==> src/rtl/gpr_wb_arb_pkg.sv <==
// Shared types and constants for the GPR write-port arbiter.
package gpr_wb_arb_pkg;

  localparam int GPR_ADDR_W = 5;
  localparam int GPR_DATA_W = 32;
  localparam int GPR_REGS   = 1 << GPR_ADDR_W;

  // One register-file write: destination and data. Also the FIFO entry format.
  typedef struct packed {
    logic [GPR_ADDR_W-1:0] regf;
    logic [GPR_DATA_W-1:0] data;
  } gpr_wr_t;

  // Which source owns the register-file write port this cycle.
  typedef enum logic [1:0] {
    SRC_IDLE,
    SRC_PIPE,
    SRC_FIFO,
    SRC_BYP
  } wr_src_e;

endpackage

==> src/rtl/gpr_wb_arb_wb_fifo.sv <==
// Synchronous FIFO for buffered long-latency results.
// DEPTH must be a power of two >= 2; pointers carry one extra wrap bit
// so that full and empty are distinguishable.
module wb_fifo import gpr_wb_arb_pkg::*; #(
  parameter int DEPTH = 2
) (
  input  logic    clk,
  input  logic    rst_n,
  input  logic    push,
  input  gpr_wr_t din,
  input  logic    pop,
  output gpr_wr_t dout,
  output logic    full,
  output logic    empty
);

  localparam int          AW      = $clog2(DEPTH);
  localparam logic [AW:0] PTR_ONE = (AW + 1)'(1);

  gpr_wr_t     mem [DEPTH];
  logic [AW:0] wr_ptr;
  logic [AW:0] rd_ptr;

  assign empty = (wr_ptr == rd_ptr);
  assign full  = (wr_ptr[AW] != rd_ptr[AW]) && (wr_ptr[AW-1:0] == rd_ptr[AW-1:0]);
  assign dout  = mem[rd_ptr[AW-1:0]];

  // Pointer update; reset empties the FIFO.
  // NOTE: sequential state uses non-blocking (<=) so every flop samples pre-edge values.
  always_ff @(posedge clk) begin
    if (!rst_n) begin
      wr_ptr <= '0;
      rd_ptr <= '0;
    end else begin
      if (push && !full)  wr_ptr <= wr_ptr + PTR_ONE;
      if (pop  && !empty) rd_ptr <= rd_ptr + PTR_ONE;
    end
  end

  // Entry storage.
  // NOTE: storage is not reset; the pointers alone define which entries are valid.
  always_ff @(posedge clk) begin
    if (push && !full) mem[wr_ptr[AW-1:0]] <= din;
  end

endmodule

==> src/rtl/gpr_wb_arb.sv <==
// GPR write-port arbiter and RAW scoreboard.
// Merges pipeline writeback with buffered long-latency results onto one
// register-file write port, holds the pipeline when the FIFO head starves,
// and tracks outstanding long-latency destinations for decode stalls.
// Optional: define GPR_WB_BYPASS_EN to let a long-latency result write
// straight through when the port and FIFO are both idle.
module gpr_wb_arb import gpr_wb_arb_pkg::*; #(
  parameter int DEPTH      = 2,
  parameter int STARVE_MAX = 4
) (
  input  logic                  clk,
  input  logic                  rst_n,
  input  logic [GPR_ADDR_W-1:0] wb_regf,
  input  logic [GPR_DATA_W-1:0] wb_data,
  output logic                  wb_hold,
  input  logic                  ll_valid,
  output logic                  ll_ready,
  input  logic [GPR_ADDR_W-1:0] ll_regf,
  input  logic [GPR_DATA_W-1:0] ll_data,
  input  logic                  iss_valid,
  input  logic [GPR_ADDR_W-1:0] iss_regf,
  input  logic [GPR_ADDR_W-1:0] rs_regf,
  input  logic [GPR_ADDR_W-1:0] rt_regf,
  output logic                  rs_busy,
  output logic                  rt_busy,
  output gpr_wr_t               gpr_w
);

  localparam int CNT_W = $clog2(STARVE_MAX + 1);

  wr_src_e               src;
  gpr_wr_t               fifo_head;
  logic                  fifo_full;
  logic                  fifo_empty;
  logic                  fifo_push;
  logic                  fifo_pop;
  logic [CNT_W-1:0]      cnt;
  logic [GPR_REGS-1:0]   pend;
  logic [GPR_REGS-1:0]   pend_d;
  logic [GPR_ADDR_W-1:0] commit_regf;

  // Starvation hold comes only from registered state.
  assign wb_hold  = (cnt == CNT_W'(STARVE_MAX));
  assign ll_ready = rst_n && !fifo_full;

  // Write-port source selection in priority order.
  // NOTE: every always_comb output gets a default first so no latch is inferred.
  always_comb begin
    src = SRC_IDLE;
    if (!rst_n)                src = SRC_IDLE;
    else if (wb_hold)          src = fifo_empty ? SRC_IDLE : SRC_FIFO;
    else if (wb_regf != '0)    src = SRC_PIPE;
    else if (!fifo_empty)      src = SRC_FIFO;
`ifdef GPR_WB_BYPASS_EN
    else if (ll_valid && ll_regf != '0) src = SRC_BYP;
`endif
  end

  // Drive the write port from the selected source.
  always_comb begin
    gpr_w = '0;
    unique case (src)
      SRC_PIPE: begin
        gpr_w.regf = wb_regf;
        gpr_w.data = wb_data;
      end
      SRC_FIFO: gpr_w = fifo_head;
      SRC_BYP: begin
        gpr_w.regf = ll_regf;
        gpr_w.data = ll_data;
      end
      default: gpr_w = '0;
    endcase
  end

  // Results to r0 are accepted and dropped; bypassed results skip the FIFO.
  assign fifo_push   = ll_valid && ll_ready && (ll_regf != '0) && (src != SRC_BYP);
  assign fifo_pop    = (src == SRC_FIFO);
  assign commit_regf = (src == SRC_FIFO || src == SRC_BYP) ? gpr_w.regf : '0;

  wb_fifo #(.DEPTH(DEPTH)) u_fifo (
    .clk   (clk),
    .rst_n (rst_n),
    .push  (fifo_push),
    .din   ({ll_regf, ll_data}),
    .pop   (fifo_pop),
    .dout  (fifo_head),
    .full  (fifo_full),
    .empty (fifo_empty)
  );

  // Count consecutive cycles the waiting FIFO head loses to the pipeline.
  always_ff @(posedge clk) begin
    if (!rst_n)                               cnt <= '0;
    else if (fifo_empty || src == SRC_FIFO)   cnt <= '0;
    else if (src == SRC_PIPE)                 cnt <= cnt + CNT_W'(1);
  end

  // Scoreboard next state: clear on commit, then set on issue so set wins.
  always_comb begin
    pend_d = pend;
    if (commit_regf != '0)             pend_d[commit_regf] = 1'b0;
    if (iss_valid && iss_regf != '0)   pend_d[iss_regf]    = 1'b1;
  end

  // Scoreboard register; bit 0 is never set so r0 always reads not busy.
  always_ff @(posedge clk) begin
    if (!rst_n) pend <= '0;
    else        pend <= pend_d;
  end

  assign rs_busy = pend[rs_regf];
  assign rt_busy = pend[rt_regf];

endmodule

==> config.mk <==
export PLATFORM = sky130hd
export DESIGN_NAME = gpr_wb_arb
export DESIGN_NICKNAME = d
export VERILOG_FILES = /design/src/rtl/gpr_wb_arb_pkg.sv /design/src/rtl/gpr_wb_arb_wb_fifo.sv /design/src/rtl/gpr_wb_arb.sv
export SDC_FILE = /design/constraint.sdc
export NUM_CORES = 1
export LEC_CHECK = 0
export CAP_MARGIN = 20
export CORE_ASPECT_RATIO = 1.4
export CORE_MARGIN = 10
export CORE_UTILIZATION = 36
export CTS_BUF_LIST = sky130_fd_sc_hd__clkbuf_8
export DETAILED_ROUTE_END_ITERATION = 16
export GPL_ROUTABILITY_DRIVEN = 0
export SLEW_MARGIN = 10
export SYNTH_ARGS = -nofsm -noshare
export SYNTH_HDL_FRONTEND = slang
export SYNTH_SLANG_ARGS = --single-unit
==> constraint.sdc <==
create_clock -name clk -period 5.3 [get_ports clk]
set_input_delay 1.59 -clock clk [delete_from_list [all_inputs] [get_ports clk]]
set_output_delay 1.59 -clock clk [all_outputs]
set_load 0.05 [all_outputs]
# Yosys cells after proc, flatten, opt, wreduce, memory -nomap -nowiden
# Memory sizes are Yosys's and may differ from the RTL's. A register that Yosys moved wholly into a read port is not among the register bits.
# Index checks and enable logic that the tools add are counted.
# word_totals
regBits	39
wordCells	65
n_memories	1
ram_bits	74
# mem_list
memory	words	word_bits	read_ports	rd_ports_with_merged_regs	wr	line	text
u_fifo.mem	2	37	1	1	1	gpr_wb_arb_wb_fifo.sv:20	gpr_wr_t mem [DEPTH];
# op_classes
order_cmp	6
n_mux	20
addsub	3
eq_ne	8
bitwise_logic	4
reduce_logical	19
# ops
op	n
$pmux 37 s3	1
$mux 32	2
$and 32x32->32	1
$not 32->32	1
$or 32x32->32	1
$lt 5x6->1 const B	4
$reduce_bool 5->1	4
$bmux 1 s5	2
$demux 1 s5	2
$ge 5x1->1 const B	2
$logic_and 1x1->1	10
$mux 1	8
$mux 2	4
$mux 5	1
$add 2x1->2 const B	2
$eq 2x2->1 const B	2
$add 3x1->3 const B	1
$eq 3x3->1 const B	1
$eq 2x1->1 const B	1
$eq 2x2->1	1
$logic_not 1->1	2
$logic_or 1x1->1	2
$ne 2x2->1 const B	1
$reduce_or 2->1	1
other kinds (3)	3

# Logic depth before layout (Yosys ltp)
# depth
depth_word	17
mapped_depth	9
ltp_nobuf	7

# Modules after synthesis
# A second synthesis with hierarchy kept.
# unflattened
cells_unflattened	471
area_unflattened_um2	5486.5
# modules_own_cells
mod	cells_each	area_each_um2	n_inst	seq_area_each_um2
wb_fifo	147	2927.8	1	2322.2
gpr_wb_arb	324	2558.7	1	700.7

# Least setup slack after synthesis
# Ideal clock, no wire load.
# synth_timing
kind	in2out
from	input wb_regf[4]
to	output gpr_w[27] (netlist name)
path_stages	5
arrival_ps	3725
path_slack_ps	-15
t_required_ps	3710
path_cell_list	or4_4 o21ai_4 nand2_4 clkbuf_1 o21ai_0
# synth_lines
element	line	text
from (decl)	gpr_wb_arb.sv:13	input logic [GPR_ADDR_W-1:0] wb_regf,
to (decl)	gpr_wb_arb.sv:26	output gpr_wr_t gpr_w

==> results.json <==
{
  "hold_path.class": "register to register",
  "initial_core_util_pct": 36.5,
  "synth-edff-count": 74,
  "drc_errors": 0,
  "dpl.cell_count": 788,
  "rrSetupSlack_ps": 2680,
  "io_buffers": 133,
  "dieWidth_um": 124,
  "crit_type": "primary input to output port",
  "wl_per_cell_um": 19.8,
  "slowest_stage": "or4_4",
  "syn_inst": 470,
  "synth_area_per_cell_um2": 11.6,
  "via_per_inst": 5.34,
  "synth_cell_type_count": 51,
  "endpoint_kind": "output port",
  "boundaryPins": 134,
  "layout_commonest_cell": "clkdlybuf4s50_1",
  "grt_pass1_vias": 4792,
  "ys.flop_type": "edfxtp_1",
  "drt_wl_total_mm": 16.3,
  "ys_seq_area_share_pct": 55.5,
  "die_h_um": 166,
  "ys_ff_latch": 114,
  "cts_buffer_depth": 2,
  "async_flop_share_pct": 0,
  "rsz0062_at_grt": "false",
  "cap_violations": 0,
  "finalSetupViolCount": 0,
  "finClkSkew_ps": 9.88,
  "r2r_cells": 5,
  "hold_viol": 0,
  "path_clk_slew_ps": 70,
  "final_cell_count_no_fill": 820,
  "rows": 53,
  "fmaxAchievable_ghz": 0.192,
  "cts_max_level": 4,
  "layout_common_cells": "clkdlybuf4s50_1, edfxtp_1, mux2i_1",
  "ant_nets": 0,
  "hold_end": "cnt[0]$_SDFFE_PP0N_",
  "drive_above_1_share_pct": 17.7,
  "firstDrtPassIters": 4,
  "num_antenna_cells": 0,
  "area_growth_pct": 43.8,
  "track_usage_pct": 16.0,
  "relSlewSlack_pct": 32.7,
  "clock_sink_count": 114,
  "min_period_ps": 5220,
  "irDropWorstVdd_uv": 171,
  "hp-start": "cnt[0]$_SDFFE_PP0N_",
  "cts_root_buf": "clkbuf_8",
  "r2r_end": "pend[27]$_SDFF_PN0_",
  "grt_max_degree": 41,
  "start_kind": "primary input",
  "antenna_found_initial": 0,
  "hold_path_depth": 1,
  "cts_buffers": 17,
  "drt_iter0_drc": 263,
  "coreArea_mm2": 0.0149,
  "dp_hpwl_mm": 12.6,
  "powerDensity_mw_per_mm2": 277,
  "post-route-period-util_pct": 98.5,
  "die-area_mm2": 0.0205,
  "slowest_delay_ps": 560,
  "fin_util_pct": 52.5,
  "worstPathRequired_ps": 3710,
  "p_leak_nw": 2.70,
  "tightest_slew_ps": 1010,
  "critical-path-top-delay-family": "buffers and inverters",
  "cp.buffers_inverters": 3,
  "insertion_delay_ps": 430,
  "vias": 4381,
  "status": "finished clean",
  "syn-num-nets": 565,
  "worstPathArrival_ps": 3630,
  "cp_cell_sequence": "clkdlybuf4s50_1 > or4_4 > o21ai_4 > nand2_8 > buf_4 > o21ai_1 > buf_12",
  "grt_pass1_wl_mm": 25.2,
  "cts_setup_buffers": 0,
  "path_max_fanout": 28,
  "layout.nets": 710,
  "cts_tree": "done",
  "synth_area_mm2": 0.00545,
  "drv_slew": 0,
  "ys_warn_count": 0,
  "overflow": 0
}
[state kept, by name (all words and copies together), names as in the netlist, named ones only]
| name | flops |
|---|---|
| u_fifo.wr_ptr | 2 |
| u_fifo.rd_ptr | 2 |
| cnt | 3 |
| pend | 32 |
| u_fifo.mem | 74 |
[metal layers]
metal | vias to the layer above | part of all wire [%] | track usage (%)
met5 | - | 0 | 0
met4 | 0 | 3.2 | 7.76
met3 | 37 | 7.7 | 6.26
met2 | 154 | 51 | 26.8
met1 | 2069 | 38 | 17.2
li1 | 2121 | - | -
[how the worst max path moves through the flow]
stage                from  cells after the start  slack [ps]         to
2_1_floorplan  wb_regf[4]                      5         -10  gpr_w[32]
3_3_place_gp   wb_regf[4]                      6         -30  gpr_w[36]
3_5_place_dp   wb_regf[4]                      6         -40  gpr_w[36]
4_1_cts        wb_regf[4]                      7          20  gpr_w[15]
5_1_grt        wb_regf[0]                      7           2  gpr_w[30]
6_report       wb_regf[0]                      7          80  gpr_w[30]
[through the flow]
| stage | TNS, ps | total power [mW] | setup slack, ps | hold slack (ps) | cell area [um2] |
|---|---|---|---|---|---|
| 4_1_cts | 0 | 2.19 | 17.2 | 483 | 7800 |
| 2_1_floorplan | -23.9 | 1.15 | -11.9 | 417 | 5450 |
| 6_report | 0 | 2.17 | 78.6 | 472 | 7830 |
| 3_5_place_dp | -43.3 | 1.35 | -43.3 | 468 | 7380 |
| 3_3_place_gp | -26.5 | 1.34 | -26.5 | 426 | 7380 |
| 5_1_grt | 0 | 2.25 | 1.75 | 506 | 7830 |
[where the power goes]
group	total [mW]	switching [mW]	internal, mW
registers	0.983	0.0107	0.973
logic	0.347	0.181	0.166
clock network	0.839	0.370	0.469
total	2.17	0.561	1.61
[worst reg2reg max path, stage by stage, from the launching register on]
cell and delay [ps]:
dfxtp_2 1000, mux2i_1 340, or2_2 410, or2_2 340
o311ai_1 270, o21ai_0 140
[cells in the mapped netlist, types with 4 or more instances]
cell       count  share of area (%)
buf_6          8                1.7
o21ai_0       50                4.6
a2111oi_0      8                1.3
and2_1         7               0.80
xnor2_1        4               0.64
nor3_1         4               0.37
mux2i_1       61                 11
inv_1          8               0.55
nand3_1        6               0.55
buf_2          9               0.83
nor2_1         6               0.41
a221oi_1       8                1.3
o211ai_1       6               0.83
or2_2          6               0.69
o21ai_1       21                1.9
o311ai_1      24                3.9
clkbuf_1       6               0.41
dfxtp_1       40                 15
nand2_1       50                3.4
edfxtp_1      74                 41
a21oi_1        4               0.37
nor2b_1       16                1.8
[logic make-up (layout without fill, tap and decap cells)]
kind of cell	count (synthesis)	after routing	synth area share, %
compound gates	138	138	16.9
simple gates	116	116	11.1
flops	114	114	55.5
mux	62	62	11.5
buf+inv	33	191	3.84
xor+xnor	5	5	0.804
fa+ha+maj	2	2	0.459
[layout make-up]
| cell class | instances | area, um2 |
|---|---|---|
| clock inverters | 15 | 185 |
| flip-flops and latches | 114 | 3020 |
| multi-input cells | 323 | 2250 |
| well taps | 192 | 240 |
| repair buffers | 151 | 1870 |
| inverters | 8 | 30.0 |
| fillers | 1307 | 7090 |
| clock buffers | 17 | 234 |
[repair_timing]
action | 4_1_cts | 5_1_grt
gates resized for setup | 1 | 10
hold buffers | 0 | 0
setup endpoints to repair | 1 | 21
gates cloned | 0 | 0
hold endpoints to repair | 0 | 0
(Power assumes the default switching activity.)
